==> src/rtl/dmem_arbiter.sv <==
// dmem_arbiter: round-robin two-port arbiter for the data memory with burst locking.
// Optional DMEM_ARB_STATS_EN adds saturating conflict / port-1 grant counters.
module dmem_arbiter #(
   parameter int ADDR_W   = 6,
   parameter int MAX_LOCK = 8
) (
   input  logic              clk,
   input  logic              rst,
   input  logic              p0_req,
   input  logic              p0_we,
   input  logic              p0_lock,
   input  logic [ADDR_W-1:0] p0_addr,
   input  logic [31:0]       p0_wdata,
   input  logic [2:0]        p0_bsel,
   output logic              p0_gnt,
   output logic              p0_rvalid,
   output logic [31:0]       p0_rdata,
   input  logic              p1_req,
   input  logic              p1_we,
   input  logic              p1_lock,
   input  logic [ADDR_W-1:0] p1_addr,
   input  logic [31:0]       p1_wdata,
   input  logic [2:0]        p1_bsel,
   output logic              p1_gnt,
   output logic              p1_rvalid,
   output logic [31:0]       p1_rdata,
   output logic              mem_read,
   output logic              mem_write,
   output logic [ADDR_W-1:0] mem_addr,
   output logic [31:0]       mem_wdata,
   output logic [2:0]        mem_bsel,
   input  logic [31:0]       mem_rdata
`ifdef DMEM_ARB_STATS_EN
   ,
   output logic [15:0]       stat_conflicts,
   output logic [15:0]       stat_p1_grants
`endif
);
   localparam int CW = $clog2(MAX_LOCK + 1);
   typedef enum logic [1:0] {IDLE, LOCK0, LOCK1} state_t;
   state_t          r_state;
   logic            r_rr_last;
   logic [CW-1:0]   r_beat;
   logic            r_rv0, r_rv1;
   logic [31:0]     r_rdata0, r_rdata1;
   logic            w_own0, w_own1, w_g0, w_g1, w_keep, w_new_lock;
   logic [CW-1:0]   w_beat_nx;
   // The lock owner keeps the bus only while it still requests; otherwise normal arbitration applies this cycle.
   assign w_own0     = (r_state == LOCK0) && p0_req;
   assign w_own1     = (r_state == LOCK1) && p1_req;
   assign w_g0       = ~rst & (w_own0 | (~w_own1 & p0_req & (~p1_req | r_rr_last)));
   assign w_g1       = ~rst & (w_own1 | (~w_own0 & p1_req & (~p0_req | ~r_rr_last)));
   assign w_beat_nx  = r_beat + CW'(1);
   assign w_keep     = ((w_own0 & p0_lock) | (w_own1 & p1_lock)) && (w_beat_nx != CW'(MAX_LOCK));
   assign w_new_lock = (w_g0 & p0_lock) | (w_g1 & p1_lock);
   assign p0_gnt     = w_g0;
   assign p1_gnt     = w_g1;
   assign mem_read   = (w_g0 & ~p0_we) | (w_g1 & ~p1_we);
   assign mem_write  = (w_g0 & p0_we) | (w_g1 & p1_we);
   assign mem_addr   = w_g0 ? p0_addr  : w_g1 ? p1_addr  : '0;
   assign mem_wdata  = w_g0 ? p0_wdata : w_g1 ? p1_wdata : '0;
   assign mem_bsel   = w_g0 ? p0_bsel  : w_g1 ? p1_bsel  : '0;
   assign p0_rvalid  = r_rv0;
   assign p1_rvalid  = r_rv1;
   assign p0_rdata   = r_rdata0;
   assign p1_rdata   = r_rdata1;
   always_ff @(posedge clk) begin
      if (rst) begin
         r_state   <= IDLE;
         r_rr_last <= 1'b1;
         r_beat    <= '0;
      end else if (w_own0 | w_own1) begin
         r_rr_last <= w_own1;
         r_state   <= w_keep ? r_state : IDLE;
         r_beat    <= w_keep ? w_beat_nx : '0;
      end else begin
         if (w_g0 | w_g1) r_rr_last <= w_g1;
         r_state <= w_new_lock ? (w_g1 ? LOCK1 : LOCK0) : IDLE;
         r_beat  <= w_new_lock ? CW'(1) : '0;
      end
   end
   always_ff @(posedge clk) begin
      if (rst) begin
         r_rv0    <= 1'b0;
         r_rv1    <= 1'b0;
         r_rdata0 <= '0;
         r_rdata1 <= '0;
      end else begin
         r_rv0 <= w_g0 & ~p0_we;
         r_rv1 <= w_g1 & ~p1_we;
         if (w_g0 & ~p0_we) r_rdata0 <= mem_rdata;
         if (w_g1 & ~p1_we) r_rdata1 <= mem_rdata;
      end
   end
`ifdef DMEM_ARB_STATS_EN
   logic [15:0] r_conf, r_p1g;
   logic [1:0]  w_stall;
   logic [16:0] w_conf_sum;
   assign w_stall        = {1'b0, p0_req & ~w_g0} + {1'b0, p1_req & ~w_g1};
   assign w_conf_sum     = {1'b0, r_conf} + {15'b0, w_stall};
   assign stat_conflicts = r_conf;
   assign stat_p1_grants = r_p1g;
   always_ff @(posedge clk) begin
      if (rst) begin
         r_conf <= '0;
         r_p1g  <= '0;
      end else begin
         r_conf <= w_conf_sum[16] ? 16'hFFFF : w_conf_sum[15:0];
         r_p1g  <= (w_g1 && r_p1g != 16'hFFFF) ? r_p1g + 16'd1 : r_p1g;
      end
   end
`endif
endmodule

==> config.mk <==
export PLATFORM = sky130hd
export DESIGN_NAME = dmem_arbiter
export DESIGN_NICKNAME = d
export VERILOG_FILES = /design/src/rtl/dmem_arbiter.sv
export SDC_FILE = /design/constraint.sdc
export NUM_CORES = 1
export LEC_CHECK = 0
export CAP_MARGIN = 25
export CORE_UTILIZATION = 35
export CTS_CLUSTER_SIZE = 8
export DETAILED_ROUTE_END_ITERATION = 10
export PLACE_DENSITY = 0.8
export SLEW_MARGIN = 20
export SYNTH_ARGS = -nofsm -noshare
export SYNTH_HDL_FRONTEND = slang
export SYNTH_SLANG_ARGS = --single-unit
export TNS_END_PERCENT = 100
==> constraint.sdc <==
create_clock -name clk -period 1.85 [get_ports clk]
set_input_delay 0.2775 -clock clk [delete_from_list [all_inputs] [get_ports clk]]
set_output_delay 0.2775 -clock clk [all_outputs]
set_load 0.02 [all_outputs]
==> results.tsv <==
stage	metric	value	unit
setup_path	path_cells	nand2b_4 > a211o_1 > nor3b_4 > buf_6 > buf_16 > a22o_1 > buf_6	
logic_synthesis	synth_area_leaders	dfxtp_1 (43%), mux2_2 (19%), nor2b_1 (11%)	
drt	dr.pass1.iters	4	
drt	vias	3399	
outcome	violations	setup timing	
floorplanning	fp.coreArea	0.00928	sq mm
cts	cts_made_buffers	9	
sta	relSlewSlack	73.8	%
setup_path	rr_startpoint	r_state[0]$_SDFFE_PP0P_	
power	p_per_area	650	mW/mm^2
global_route	antenna_found_initial	3	
floorplanning	chipWidth	100	um
drt	viasPerCell	4.85	
cells_and_area	fillerInstances	691	
worst_hold_path	holdCritPathClass	in -> reg	
setup_path	cp-end-kind	output pin	
setup_path	crit_required	1570	ps
drt	drt_wl_total	12600	um
global_route	grt_overflow	0	
drt	drc	0	
sta	postLayoutSetupSlackWorst	-313	ps
worst_hold_path	hp-start	rst	
placement	io_buffers	232	
cells_and_area	multi_input_area	0.00184	sq mm
sta	min_period	2160	ps
setup_path	critPathMaxFanout	11	
floorplanning	initial_utilization	36.2	%
sta	period_share	117	%
cells_and_area	area_delta_synth_final	96.6	%
setup_path	start_kind	flip-flop	
logic_synthesis	synth_edf_count	0	
setup_path	startpoint	r_state[0]$_SDFFE_PP0P_	
setup_path	r2r-end	p1_rdata[6]$_SDFFE_PP0P_	
floorplanning	rows	35	
placement	hpwl	8810	um
power	p_comb_share	28.4	%
power	power.internal	3.17	mW
global_route	grt_pass1_vias	3500	
setup_path	reg2regPathDepth	9	
cts	cts_hold_buffers	0	
floorplanning	die_h	100	um
logic_synthesis	synth_common_cells	dfxtp_1 (73), nor2b_1 (61), mux2_2 (58)	
logic_synthesis	ys_ff_latch	73	
sta	setup_viol_count_final	53	
logic_synthesis	yosysSeqAreaShare	43.5	%
drt	drt_iter0_drc	70	
floorplanning	ios	233	
sta	slew_viol_final	0	
logic_synthesis	synth_area_per_cell	10.9	sq um
sta	rsz0062_at_grt	true	
sta	max_freq	462	MHz
cts	clk_latency	330	ps
placement	routabilityCongestion	0.784	
logic_synthesis	synth-main-ff-cell	dfxtp_1	
sta	fin_tns_setup	-12710	ps
setup_path	path_class	reg -> out	
logic_synthesis	synth_nets	431	
setup_path	worstSetupEndpoint	mem_wdata[7]	
logic_synthesis	synthCells	308	
cts	htree_levels	3	
logic_synthesis	yosysMostFrequentCell	dfxtp_1	
cts	clk_path_buf_depth	2	
cells_and_area	final_nets	688	
logic_synthesis	synth_top_area_share	43.5	%
logic_synthesis	synth_top_area_cell	dfxtp_1	
sta	timing_hold_violations_final	0	
drt	wire_per_inst	18.0	um
setup_path	cp_slowest_stage_delay	340	ps
placement	dp_slack	-694	ps
outcome	status	finished, violations left	
placement	dpl_cell_area	0.00595	sq mm
cells_and_area	regArea	0.00147	sq mm
setup_path	cp.arrival	1890	ps
drt	antenna_left	0	
power	swShare	26.1	%
logic_synthesis	ys_types	33	
floorplanning	die-area	0.0100	sq mm
power	irDropWorstVdd	0.589	mV
setup_path	slowest_stage	dfxtp_2	
cells_and_area	layout-drive-gt1-share	29.7	%
power	clkPwrFrac	32.3	%
sta	finClkSkew	10.2	ps
global_route	grt_usage	23.9	%
power	p_leak	2.77	nW
power	seq_power_share	39.4	%
setup_path	reg2reg_slack	-70	ps
logic_synthesis	async_flop_share	0	%
global_route	grt_max_degree	41	
logic_synthesis	synth_warnings	0	
power	power.switching	1.12	mW
setup_path	crit_top_cell	buf_6	
cts	clkSinkCount	73	
cts	cts.clk_slew.worst_paths	70	ps
logic_synthesis	syn_area	0.00336	sq mm
sta	tightest_slew	393	ps
cts	cts_tree	done	
flow_run	drv_cap	0	
cts	root_buffer	clkbuf_8	
global_route	grt_first_pass_wirelength	18400	um
cells_and_area	final_area	0.00661	sq mm
worst min-delay path by stage:
stage	endpoint	slack [ps]	cells past startpoint
6_report	r_state[0]$_SDFFE_PP0P_	360	3
5_1_grt	r_rr_last$_SDFFE_PP1P_	350	3
4_1_cts	r_rr_last$_SDFFE_PP1P_	330	3
3_5_place_dp	r_beat[0]$_SDFF_PP0_	530	2
3_3_place_gp	r_beat[0]$_SDFF_PP0_	520	2
2_1_floorplan	p1_rdata[11]$_SDFFE_PP0P_	410	1
through the flow:
stage	hold slack, ps	total power [mW]	std cells	util, %
4_1_cts	330	4.31	695	70.1
3_3_place_gp	520	2.79	667	64.1
3_5_place_dp	531	2.82	667	64.1
5_1_grt	347	4.46	701	71.2
2_1_floorplan	405	2.18	308	-
6_report	363	4.29	701	71.2
state kept, by name, summed over array words and instances (netlist names):
name       cells
r_beat         4
p0_rdata      32
p1_rdata      32
p0_rvalid      1
r_rr_last      1
p1_rvalid      1
r_state        2
power by group through the flow:
stage	Clock, mW	Combinational, mW	Sequential (mW)
floorplan	0	0.362	1.81
global placement	0	1.07	1.72
detailed placement	0	1.09	1.72
CTS	1.42	1.20	1.69
global route	1.49	1.27	1.70
finish	1.38	1.22	1.69
critical path: cells and delay by family (launching register included):
kind                   cells  cell delay [ps]
DFF                        1              340
and+or+nand+nor            2              300
buffers and inverters      3              420
AOI/OAI and AO/OA          2              500
placed cells by master (no fill, tap or decap), types with 5 or more instances in the layout:
master	count
clkdlybuf4s50_1	184
clkbuf_8	10
mux2_1	5
and2b_1	5
buf_4	18
a22o_1	42
nor2b_1	59
buf_6	48
mux2_2	58
dfxtp_1	71
buf_12	7
routing by layer:
metal,GRT usage (%),vias to the layer above,routed length (um)
met5,0,-,0
met4,7.92,0,356
met3,8.70,24,983
met2,46.6,141,6790
met1,23.0,1617,4480
li1,-,1617,-
timing repair:
action | CTS | global route
gates resized for setup | 285 | 7
pin swaps | 30 | 16
buffers inserted | 9 | 1
hold endpoints to repair | 0 | 0
setup endpoints to repair | 77 | 77
cloned | 5 | 3
layout make-up:
class                   instances  share of cell area [%]
flip-flops and latches         73                    22.2
inverters                       4                   0.227
clock buffers                  11                    2.14
multi-input cells             209                    27.9
repair buffers                268                    43.8
clock inverters                 4                    1.17
well taps                     129                    2.44
diodes                          3                   0.114
kinds of logic (layout without fill, tap and decap cells):
group                      after synthesis  count (layout)  share of synthesized area [%]
other                                    0               3                              0
buffers and inverters                   26             287                           3.91
and+or+nand+nor                         87              87                           16.5
xor gates and xnor gates                 3               3                          0.782
adders and majority gates                1               1                          0.372
muxes                                   64              64                           21.4
AOI/OAI and AO/OA                       54              54                           13.5
DFF                                     73              73                           43.5
No activity file was read; power rests on OpenSTA's default activity.
